### src/rtl/tdo_capture_pkg.sv
// Shared executor definitions: TAP state codes, byte width and capture FSM states.
// The register file imports the same package.
package tdo_capture_pkg;

    localparam int unsigned ByteW = 8;

    typedef enum logic [3:0] {
        TapTlr   = 4'h0,
        TapRti   = 4'h1,
        TapSeldr = 4'h2,
        TapSelir = 4'h3,
        TapCapdr = 4'h4,
        TapCapir = 4'h5,
        TapShdr  = 4'h6,
        TapShir  = 4'h7,
        TapEx1dr = 4'h8,
        TapEx1ir = 4'h9,
        TapPadr  = 4'ha,
        TapPair  = 4'hb,
        TapEx2dr = 4'hc,
        TapEx2ir = 4'hd,
        TapUpdr  = 4'he,
        TapUpir  = 4'hf
    } tap_state_e;

    typedef enum logic [1:0] {
        StIdle,
        StShift,
        StFlush
    } cap_state_e;

endpackage

### src/rtl/tdo_capture_if.sv
// Register-file side of the TDO capture stage.
// master = register file, slave = capture.
interface tdo_capture_if;
    import tdo_capture_pkg::*;

    logic [ByteW-1:0] exp;
    logic [ByteW-1:0] mask;
    logic             byte_ack;
    logic             clear_dm;
    logic [ByteW-1:0] meas;
    logic [ByteW-1:0] fail;
    logic [ByteW-1:0] dm_fail;
    logic             fail_flag;
    logic             byte_req;
    logic             overrun;
    logic [2:0]       bit_cnt;

    modport master (
        output exp, mask, byte_ack, clear_dm,
        input  meas, fail, dm_fail, fail_flag, byte_req, overrun, bit_cnt
    );

    modport slave (
        input  exp, mask, byte_ack, clear_dm,
        output meas, fail, dm_fail, fail_flag, byte_req, overrun, bit_cnt
    );

endinterface

### src/rtl/tdo_capture_sync.sv
// Multi-flop synchroniser for the asynchronous TDO return line.
module tdo_sync #(
    parameter int unsigned SYNC_STAGES = 2
) (
    input  logic clk,
    input  logic reset,
    input  logic d,
    output logic q
);

    logic [SYNC_STAGES-1:0] chain_q;

    always_ff @(posedge clk or negedge reset) begin
        if (!reset) begin
            chain_q <= '0;
        end else begin
            chain_q <= {chain_q[SYNC_STAGES-2:0], d};
        end
    end

    assign q = chain_q[SYNC_STAGES-1];

endmodule

### src/rtl/tdo_capture.sv
// Samples synchronised TDO during Shift-DR/IR, assembles LSB-first bytes and
// compares them against the expected/mask bytes from the register file.
module tdo_capture
    import tdo_capture_pkg::*;
#(
    parameter int unsigned SYNC_STAGES = 2,
    parameter logic [3:0]  SHIR        = TapShir,
    parameter logic [3:0]  SHDR        = TapShdr
) (
    input  logic          clk_cpu,
    input  logic          reset,
    input  logic          tdo_in,
    input  logic          tck_sample_en,
    input  logic [3:0]    state,
    tdo_capture_if.slave  bus
);

    cap_state_e       fsm_q, fsm_d;
    logic [ByteW-1:0] sh_q, sh_d, fv_q, fv_d, exp_q, exp_d, mask_q, mask_d;
    logic [ByteW-1:0] meas_q, meas_d, fail_q, fail_d, dm_q, dm_d;
    logic             flag_q, flag_d, req_q, req_d, ovr_q, ovr_d;
    logic [2:0]       cnt_q, cnt_d;

    logic             tdo_s, in_shift, sample, mis, commit;
    logic [ByteW-1:0] cur_exp, cur_mask, sh_next, fv_next, low_mask;
    logic [ByteW-1:0] commit_meas, commit_fail;
    logic [3:0]       pad;

    tdo_sync #(
        .SYNC_STAGES(SYNC_STAGES)
    ) u_sync (
        .clk   (clk_cpu),
        .reset (reset),
        .d     (tdo_in),
        .q     (tdo_s)
    );

    assign in_shift = (state == SHDR) || (state == SHIR);
    // Once in StShift a strobe is honoured even if the TAP state moves the same cycle.
    assign sample   = tck_sample_en && ((fsm_q == StShift) || ((fsm_q == StIdle) && in_shift));

    always_comb begin
        fsm_d       = fsm_q;
        sh_d        = sh_q;
        fv_d        = fv_q;
        exp_d       = exp_q;
        mask_d      = mask_q;
        meas_d      = meas_q;
        fail_d      = fail_q;
        flag_d      = flag_q;
        req_d       = req_q;
        cnt_d       = cnt_q;
        commit      = 1'b0;
        commit_meas = '0;
        commit_fail = '0;

        // First bit of a byte compares against the exp/mask being latched now.
        cur_exp  = (cnt_q == 3'd0) ? bus.exp  : exp_q;
        cur_mask = (cnt_q == 3'd0) ? bus.mask : mask_q;
        mis      = (tdo_s ^ cur_exp[cnt_q]) & cur_mask[cnt_q];
        sh_next  = {tdo_s, sh_q[ByteW-1:1]};
        fv_next  = fv_q;
        fv_next[cnt_q] = mis;
        pad      = 4'd8 - {1'b0, cnt_q};
        low_mask = 8'hff >> pad;

        dm_d  = bus.clear_dm ? '0 : dm_q;
        ovr_d = bus.clear_dm ? 1'b0 : ovr_q;

        unique case (fsm_q)
            StIdle: begin
                if (in_shift) fsm_d = StShift;
            end
            StShift: begin
                if (!tck_sample_en && !in_shift) begin
                    flag_d = 1'b0;
                    fsm_d  = (cnt_q != 3'd0) ? StFlush : StIdle;
                end
            end
            StFlush: begin
                commit      = 1'b1;
                commit_meas = sh_q >> pad;
                commit_fail = fv_q & low_mask;
                cnt_d       = 3'd0;
                flag_d      = 1'b0;
                fsm_d       = StIdle;
            end
            default: fsm_d = StIdle;
        endcase

        if (sample) begin
            sh_d   = sh_next;
            fv_d   = fv_next;
            flag_d = mis;
            cnt_d  = cnt_q + 3'd1;
            if (cnt_q == 3'd0) begin
                exp_d  = bus.exp;
                mask_d = bus.mask;
                if (req_q) ovr_d = 1'b1;
            end
            if (cnt_q == 3'd7) begin
                commit      = 1'b1;
                commit_meas = sh_next;
                commit_fail = fv_next;
            end
        end

        if (bus.byte_ack) req_d = 1'b0;
        if (commit) begin
            meas_d = commit_meas;
            fail_d = commit_fail;
            dm_d   = dm_d | commit_fail;
            req_d  = 1'b1;
        end
    end

    always_ff @(posedge clk_cpu or negedge reset) begin
        if (!reset) begin
            fsm_q  <= StIdle;
            sh_q   <= '0;
            fv_q   <= '0;
            exp_q  <= '0;
            mask_q <= '0;
            meas_q <= '0;
            fail_q <= '0;
            dm_q   <= '0;
            flag_q <= 1'b0;
            req_q  <= 1'b0;
            ovr_q  <= 1'b0;
            cnt_q  <= 3'd0;
        end else begin
            fsm_q  <= fsm_d;
            sh_q   <= sh_d;
            fv_q   <= fv_d;
            exp_q  <= exp_d;
            mask_q <= mask_d;
            meas_q <= meas_d;
            fail_q <= fail_d;
            dm_q   <= dm_d;
            flag_q <= flag_d;
            req_q  <= req_d;
            ovr_q  <= ovr_d;
            cnt_q  <= cnt_d;
        end
    end

    assign bus.meas      = meas_q;
    assign bus.fail      = fail_q;
    assign bus.dm_fail   = dm_q;
    assign bus.fail_flag = flag_q;
    assign bus.byte_req  = req_q;
    assign bus.overrun   = ovr_q;
    assign bus.bit_cnt   = cnt_q;

endmodule

### src/flat_wrapper.sv
// flat-port wrapper written by rule: the top's interface ports become plain ports
module tdo_capture_flat import tdo_capture_pkg::*;
#(
    parameter int unsigned SYNC_STAGES = 2,
    parameter logic [3:0]  SHIR        = TapShir,
    parameter logic [3:0]  SHDR        = TapShdr
)
  (clk_cpu, reset, tdo_in, tck_sample_en, state, bus_exp, bus_mask, bus_byte_ack, bus_clear_dm, bus_meas, bus_fail, bus_dm_fail, bus_fail_flag, bus_byte_req, bus_overrun, bus_bit_cnt);
  tdo_capture_if bus_i ();
  input  logic clk_cpu;
  input  logic reset;
  input  logic tdo_in;
  input  logic tck_sample_en;
  input  logic [3:0] state;
  input wire logic [$bits(bus_i.exp)-1:0] bus_exp;
  input wire logic [$bits(bus_i.mask)-1:0] bus_mask;
  input wire logic [$bits(bus_i.byte_ack)-1:0] bus_byte_ack;
  input wire logic [$bits(bus_i.clear_dm)-1:0] bus_clear_dm;
  output wire logic [$bits(bus_i.meas)-1:0] bus_meas;
  output wire logic [$bits(bus_i.fail)-1:0] bus_fail;
  output wire logic [$bits(bus_i.dm_fail)-1:0] bus_dm_fail;
  output wire logic [$bits(bus_i.fail_flag)-1:0] bus_fail_flag;
  output wire logic [$bits(bus_i.byte_req)-1:0] bus_byte_req;
  output wire logic [$bits(bus_i.overrun)-1:0] bus_overrun;
  output wire logic [$bits(bus_i.bit_cnt)-1:0] bus_bit_cnt;
  assign bus_i.exp = bus_exp;
  assign bus_i.mask = bus_mask;
  assign bus_i.byte_ack = bus_byte_ack;
  assign bus_i.clear_dm = bus_clear_dm;
  assign bus_meas = bus_i.meas;
  assign bus_fail = bus_i.fail;
  assign bus_dm_fail = bus_i.dm_fail;
  assign bus_fail_flag = bus_i.fail_flag;
  assign bus_byte_req = bus_i.byte_req;
  assign bus_overrun = bus_i.overrun;
  assign bus_bit_cnt = bus_i.bit_cnt;
  tdo_capture #(.SYNC_STAGES(SYNC_STAGES), .SHIR(SHIR), .SHDR(SHDR)) u_core (.clk_cpu(clk_cpu), .reset(reset), .tdo_in(tdo_in), .tck_sample_en(tck_sample_en), .state(state), .bus(bus_i));
endmodule
### config.mk
export PLATFORM = sky130hd
export DESIGN_NAME = tdo_capture_flat
export DESIGN_NICKNAME = d
export VERILOG_FILES = /design/src/rtl/tdo_capture_pkg.sv /design/src/rtl/tdo_capture_if.sv /design/src/rtl/tdo_capture_sync.sv /design/src/rtl/tdo_capture.sv /design/src/flat_wrapper.sv
export SDC_FILE = /design/constraint.sdc
export NUM_CORES = 1
export LEC_CHECK = 0
export BUFFER_PORTS_ARGS = -buffer_cell sky130_fd_sc_hd__buf_4
export CORE_UTILIZATION = 62
export CTS_CLUSTER_SIZE = 10
export DETAILED_ROUTE_END_ITERATION = 8
export PLACE_DENSITY_LB_ADDON = 0.25
export SLEW_MARGIN = 0
export SYNTH_ARGS = -nofsm -noshare
export SYNTH_HDL_FRONTEND = slang
export SYNTH_SLANG_ARGS = --single-unit
export TNS_END_PERCENT = 5
### constraint.sdc
create_clock -name clk_cpu -period 5.7 [get_ports clk_cpu]
set_input_delay 0 -clock clk_cpu [delete_from_list [all_inputs] [get_ports clk_cpu]]
set_output_delay 0 -clock clk_cpu [all_outputs]
set_load 0.005 [all_outputs]
==> results of run 1 <==
-- path summary, 6_finish.rpt --
| path | to | slack (ns) | depth (start not counted) |
|---|---|---|---|
| min in group asynchronous | u_core.bus.fail_flag$_DFFE_PN0P_ | 0.31 | 2 |
| min reg2reg | u_core.u_sync.chain_q[1]$_DFF_PN0_ | 0.36 | 0 |
| max reg2reg | u_core.bus.fail[0]$_DFFE_PN0N_ | 1.69 | 8 |
| max | u_core.bus.fail[0]$_DFFE_PN0N_ | 1.69 | 8 |
| min | u_core.exp_q[4]$_DFFE_PN0N_ | 0.02 | 3 |
| max in group asynchronous | u_core.exp_q[6]$_DFFE_PN0N_ | 4.86 | 2 |
-- what timing repair did --
action | CTS | global route
hold endpoints to repair | 82 | 0
gates resized for setup | 0 | 0
hold buffers | 17 | 0
-- worst reg2reg max path: stages (launching register included) --
cell     delay [ns]
dfrtp_1        0.68
inv_1          0.27
ha_1           0.24
ha_1           0.87
mux2i_1        0.21
a22oi_1        0.30
nand4_2        0.19
xor2_4         0.82
o21ai_0        0.25
-- registers in the layout (all words and copies together), names as in the netlist, 3 cells and up --
signal,cells
u_core.bus.dm_fail,8
u_core.bus.fail,8
u_core.bus.meas,8
u_core.exp_q,8
u_core.fv_q,8
u_core.mask_q,8
u_core.sh_q,8
u_core.bus.bit_cnt,3
-- area by class of cell --
type	instances	area, um^2
tap	75	93.84
multi-input combinational	240	1867
sequential	66	1652
timing repair buffer	72	583.1
fill	420	1459
clock inverter	5	30.03
clock buffer	11	141.4
inverter	16	60.06
-- stage by stage --
stage | util, % | cells | worst slack (ns)
floorplan | - | 346 | 3.189
finish | 75.21 | 485 | 1.691
global route | 75.21 | 485 | 1.413
CTS | 75.21 | 485 | 1.658
detailed placement | 69.41 | 452 | 1.697
global placement | 69.41 | 452 | 1.823
-- cells in the final DEF (no fill, tap or decap), types with 2 or more instances in the layout --
cell / netlist / final
o31ai_2: 2 / 2
o21ai_2: 20 / 20
o21a_1: 6 / 6
ha_1: 10 / 10
o221ai_1: 4 / 4
a21oi_1: 8 / 8
mux2i_1: 32 / 32
nor2_1: 4 / 4
clkbuf_8: 0 / 10
o21ai_1: 2 / 2
and3b_1: 4 / 4
clkinvlp_4: 0 / 2
buf_4: 6 / 55
nand3_2: 2 / 2
nor3b_1: 5 / 5
or3_1: 4 / 4
nor3b_2: 3 / 3
o31ai_1: 3 / 3
a22oi_2: 2 / 2
inv_1: 15 / 15
o21ai_0: 9 / 9
clkinv_2: 0 / 3
a21o_1: 2 / 2
nand3_1: 15 / 15
dlygate4sd3_1: 0 / 17
a221o_1: 2 / 2
dfrtp_1: 66 / 66
mux2_2: 16 / 16
mux4_2: 3 / 3
a22oi_1: 20 / 20
nand2_1: 46 / 46
-- logic make-up (layout without fill, tap and decap cells) --
logic type / Yosys count / in the layout
AOI/OAI and AO/OA: 84 / 84
xor gates and xnor gates: 1 / 1
adders and majority gates: 10 / 10
buffers and inverters: 40 / 104
DFF: 66 / 66
muxes: 51 / 51
and+or+nand+nor: 94 / 94
-- power groups by stage --
| stage | registers [uW] | logic (uW) | clock network [uW] |
|---|---|---|---|
| 2_1_floorplan | 724 | 945 | 0 |
| 3_3_place_gp | 770 | 1040 | 0 |
| 3_5_place_dp | 780 | 1070 | 0 |
| 4_1_cts | 772 | 1090 | 351 |
| 5_1_grt | 801 | 1190 | 372 |
| 6_report | 775 | 1090 | 348 |
-- metal layers --
layer	track usage, %	wire, um	up-vias
met1	37.75	3558	1442
met4	11.61	116	0
met5	0	0	-
met3	4.686	387	12
met2	44.70	4106	82
li1	-	-	1367
==> results.toml, run 1 <==
[synthesis]
ys_top_cells_by_area = "dfrtp_1 (44%), mux2i_1 (8.5%), mux2_2 (4.8%)"
syn_inst = 346
yosysMostFrequentCell = "dfrtp_1"
yosys.area.top_type_share_pct = 43.80
synthXorXnorAreaFrac_pct = 0.7299
synth_area_per_cell_um2 = 10.90
synth-edff-count = 0
yosys.area_share.simple_pct = 13.37
muxShareOfSynthArea_pct = 15.06
syn_area_mm2 = 0.003771
yosysSeqAreaShare_pct = 43.80
synth-warning-count = 0
synth_top_cell_by_area = "dfrtp_1"
yosys_register_bits = 66
ys_async_sr_fraction_pct = 100.0
synth_compound_area_share_pct = 17.02
synthAdderAreaFrac_pct = 3.318
synth.net_count = 382
yosys-top-cells-count = "dfrtp_1 (66), nand2_1 (46), mux2i_1 (32)"
netlist-cell-type-count = 49
synth_ff_type = "dfrtp_1"
synth_top_family_by_area = "compound AO/OA/AOI/OAI gates"

[sta]
rsz0062_at_grt = "false"
fin_setup_tns_ns = 0
worst_slew_pin_slew_ns = 1.048
period_share_pct = 70.33
fin_crit_ns = 4.009
drv_slew = 0
max_freq_ghz = 0.2495
hold_violations = 0
timing.hold.ws_ns = 0.01746
max_slew_margin_pct = 30.14
setup_viol = 0
skew_ns = 0.01029

[setup_path]
arrival_ns = 4.18
end_kind = "register"
max_stage_delay_ns = 0.87
cp_cell_sequence = "inv_1, ha_1, ha_1, mux2i_1, a22oi_1, nand4_2, xor2_4, o21ai_0"
crit_fanout = 25
rr_startpoint = "u_core.bus.bit_cnt[0]$_DFFE_PN0P_"
critPathSlowestCell = "ha_1"
cp_num_buf_inv = 1
startpoint_type = "register"
crit_required_ns = 5.88
path_delay_family = "adder cells"
path_class = "reg -> reg"
worst_path_most_repeated_cell = "ha_1"
crit_start = "u_core.bus.bit_cnt[0]$_DFFE_PN0P_"

[clocking]
cts_sinks = 66
cts_root_buffer = "clkbuf_8"
clkTransAtPathRegs_ns = 0.08
post_cts_buffers = 0
htree_levels = 3
clk_latency_ns = 0.34
cts_buffer_depth = 2
numCtsBuffers = 9
cts_tree = "done"

[min_path]
min_from = "bus_exp[4]"
min_path_type = "in -> reg"

[drt]
dr.pass1.iters = 4
routedWlPerCell_um = 16.84
drc = 0
drt_iter0_drc = 192
num_vias = 2903
vias_per_cell = 5.986
ant_nets = 0
drt_wl_total_um = 8169

[global_route]
antenna_found_initial = 0
grt_overflow = 0
grt_start_max_net_pins = 67
grtUsageTotal_pct = 27.98
first_global_vias = 2824
grt_pass1_wl_um = 13540

[status]
outcome = "finished clean"

[pwr]
switching_share_pct = 43.42
total_leakage_power_uw = 0.002025
p_seq_share_pct = 35.0
peakVddDrop_uv = 436.2
p_per_area_mw_per_mm2 = 499.9
finalPower_uw = 2213
p_int_uw = 1252
power_frac_clock_pct = 15.7
switchingPower_uw = 960.8
share_comb_of_total_power_pct = 49.3

[die]
core_mm2 = 0.005886
rows = 28
ioPinCount = 56
design.die.area_mm2 = 0.006398
die_w_um = 79.99
initial_core_util_pct = 64.07
fp.dieH_um = 79.99

[finish]
antenna_cells = 0
drive_gt1_share_pct = 30.00
syn2layout_area_growth_pct = 17.39
nets = 441
final_cell_area_mm2 = 0.004427

[placement]
postPlaceCellArea_mm2 = 0.004085
io_buffers = 54
dp_hpwl_um = 5345
gp_congestion = 0.8141

[job]
cap_violations = 0
No activity file was read; power rests on OpenSTA's default activity.
==> run 2: changes to the inputs <==
--- a/config.mk
+++ b/config.mk
@@ -6,7 +6,7 @@
 export NUM_CORES = 1
 export LEC_CHECK = 0
 export BUFFER_PORTS_ARGS = -buffer_cell sky130_fd_sc_hd__buf_4
-export CORE_UTILIZATION = 62
+export CORE_UTILIZATION = 57
 export CTS_CLUSTER_SIZE = 10
 export DETAILED_ROUTE_END_ITERATION = 8
 export PLACE_DENSITY_LB_ADDON = 0.25
==> constraint.sdc (replaced) <==
create_clock -name clk_cpu -period 3.7 [get_ports clk_cpu]
set_input_delay 0 -clock clk_cpu [delete_from_list [all_inputs] [get_ports clk_cpu]]
set_output_delay 0 -clock clk_cpu [all_outputs]
set_load 0.005 [all_outputs]
==> results.toml, run 2 (same netlist as run 1, synthesis figures left out) <==
[die]
initial_core_util_pct = 59.05
rows = 29
ioPinCount = 56
fp.dieH_um = 83.34
design.die.area_mm2 = 0.006946
core_mm2 = 0.006386
die_w_um = 83.34

[clocking]
cts_buffer_depth = 2
htree_levels = 3
numCtsBuffers = 9
cts_sinks = 66
post_cts_buffers = 0
cts_root_buffer = "clkbuf_8"
clk_latency_ns = 0.34
clkTransAtPathRegs_ns = 0.07
cts_tree = "done"

[sta]
rsz0062_at_grt = "false"
setup_viol = 0
drv_slew = 0
final.setup.worst_slack_ns = 0.7466
fin_setup_tns_ns = 0
max_freq_ghz = 0.3386
worst_slew_pin_slew_ns = 0.9879
fin_crit_ns = 2.953
hold_violations = 0
period_share_pct = 79.82
skew_ns = 0.008041
max_slew_margin_pct = 34.14

[pwr]
peakVddDrop_uv = 489.8
p_seq_share_pct = 32.6
power_frac_clock_pct = 17.4
p_int_uw = 2060
switchingPower_uw = 1495
switching_share_pct = 42.05
total_leakage_power_uw = 0.002074
share_comb_of_total_power_pct = 49.9
p_per_area_mw_per_mm2 = 788.9

[global_route]
first_global_vias = 2825
grt_start_max_net_pins = 67
antenna_found_initial = 0
grt_pass1_wl_um = 14150
grtUsageTotal_pct = 26.04
grt_overflow = 0

[drt]
routedWlPerCell_um = 16.81
drc = 0
ant_nets = 0
vias_per_cell = 5.888
dr.pass1.iters = 5
drt_wl_total_um = 8285
num_vias = 2903
drt_iter0_drc = 163

[status]
outcome = "finished clean"

[placement]
place_inst = 460
dp_hpwl_um = 5485
gp_congestion = 0.8694
dp_slack_ns = 0.8493
io_buffers = 54

[finish]
layout_commonest_cell = "dfrtp_1"
antenna_cells = 0
syn2layout_area_growth_pct = 19.51
seq_area_mm2 = 0.001652
nFillCells = 471
multi_input_area_mm2 = 0.001867
drive_gt1_share_pct = 31.25
nets = 447
mostFrequentLayoutCells = "dfrtp_1 (66), buf_4 (61), nand2_1 (46)"
final_cell_count_no_fill = 493

[setup_path]
arrival_ns = 3.20
rr_worst_depth = 10
startpoint_type = "register"
end_kind = "register"
path_class = "reg -> reg"
crit_fanout = 18
crit_required_ns = 3.95

[min_path]
holdPathStages = 3
min_path_type = "in -> reg"

[job]
cap_violations = 0
-- run 2: changes by cell type in the layout (fill, tap and decap cells not counted) --
cell,delta
bufinv_16,+1
clkinvlp_4,-1
clkbuf_1,-1
clkbuf_8,+1
buf_4,+6
-- run 2: power groups by stage --
stage / registers, uW / logic (uW) / clock network [uW]
2_1_floorplan: 1120 / 1460 / 0
3_3_place_gp: 1150 / 1710 / 0
3_5_place_dp: 1170 / 1750 / 0
4_1_cts: 1150 / 1770 / 629
5_1_grt: 1200 / 1950 / 666
6_report: 1160 / 1780 / 620
-- run 2: metrics by stage --
step / util [%] / hold WS, ns / power [uW] / instance area [um^2]
floorplan: - / -0.2956 / 2571 / 3771
global placement: 64.71 / 0.1100 / 2859 / 4133
detailed placement: 64.71 / 0.1109 / 2914 / 4133
CTS: 70.57 / 0.002282 / 3558 / 4507
global route: 70.57 / 0.01037 / 3810 / 4507
finish: 70.57 / 0.01434 / 3555 / 4507
-- run 2: routing by layer --
| metal | vias up | share of wire (%) | global-route usage, % |
|---|---|---|---|
| li1 | 1385 | - | - |
| met1 | 1405 | 43 | 36.29 |
| met2 | 95 | 49 | 40.76 |
| met3 | 18 | 4.6 | 3.579 |
| met4 | 0 | 2.5 | 11.60 |
| met5 | - | 0 | 0 |
-- run 2: layout make-up --
cell class	instances	share of cell area, %
Timing Repair Buffer	78	13.94
Multi-Input combinational cell	240	41.42
Clock inverter	5	1.166
Sequential cell	66	36.65
Inverter	16	1.333
Tap cell	77	2.138
Clock buffer	11	3.359
-- run 2: path summary, 6_finish.rpt --
| path | slack, ns | to | from |
|---|---|---|---|
| min in group asynchronous | 0.29 | u_core.bus.dm_fail[6]$_DFF_PN0_ | reset |
| max in group asynchronous | 2.84 | u_core.fsm_q[0]$_DFFE_PN0P_ | reset |
| worst max register to register | 0.75 | u_core.fv_q[0]$_DFFE_PN0N_ | u_core.bus.bit_cnt[1]$_DFFE_PN0P_ |
| worst min-delay path | 0.01 | u_core.exp_q[4]$_DFFE_PN0N_ | bus_exp[4] |
| worst max-delay path | 0.75 | u_core.fv_q[0]$_DFFE_PN0N_ | u_core.bus.bit_cnt[1]$_DFFE_PN0P_ |
| worst min register to register | 0.35 | u_core.u_sync.chain_q[1]$_DFF_PN0_ | u_core.u_sync.chain_q[0]$_DFF_PN0_ |
-- run 2: what timing repair did --
item | CTS | global route
hold buffers | 17 | 0
resized for setup | 0 | 0
hold endpoints to repair | 82 | 0
-- run 2: critical path, cell delays in order, from the launching register on --
cell     delay (ns)
dfrtp_1        0.58
inv_1          0.15
ha_1           0.24
ha_1           0.18
buf_4          0.23
mux2i_1        0.16
a22oi_1        0.23
and4_1         0.63
buf_4          0.24
nand2_4        0.05
o31ai_2        0.17
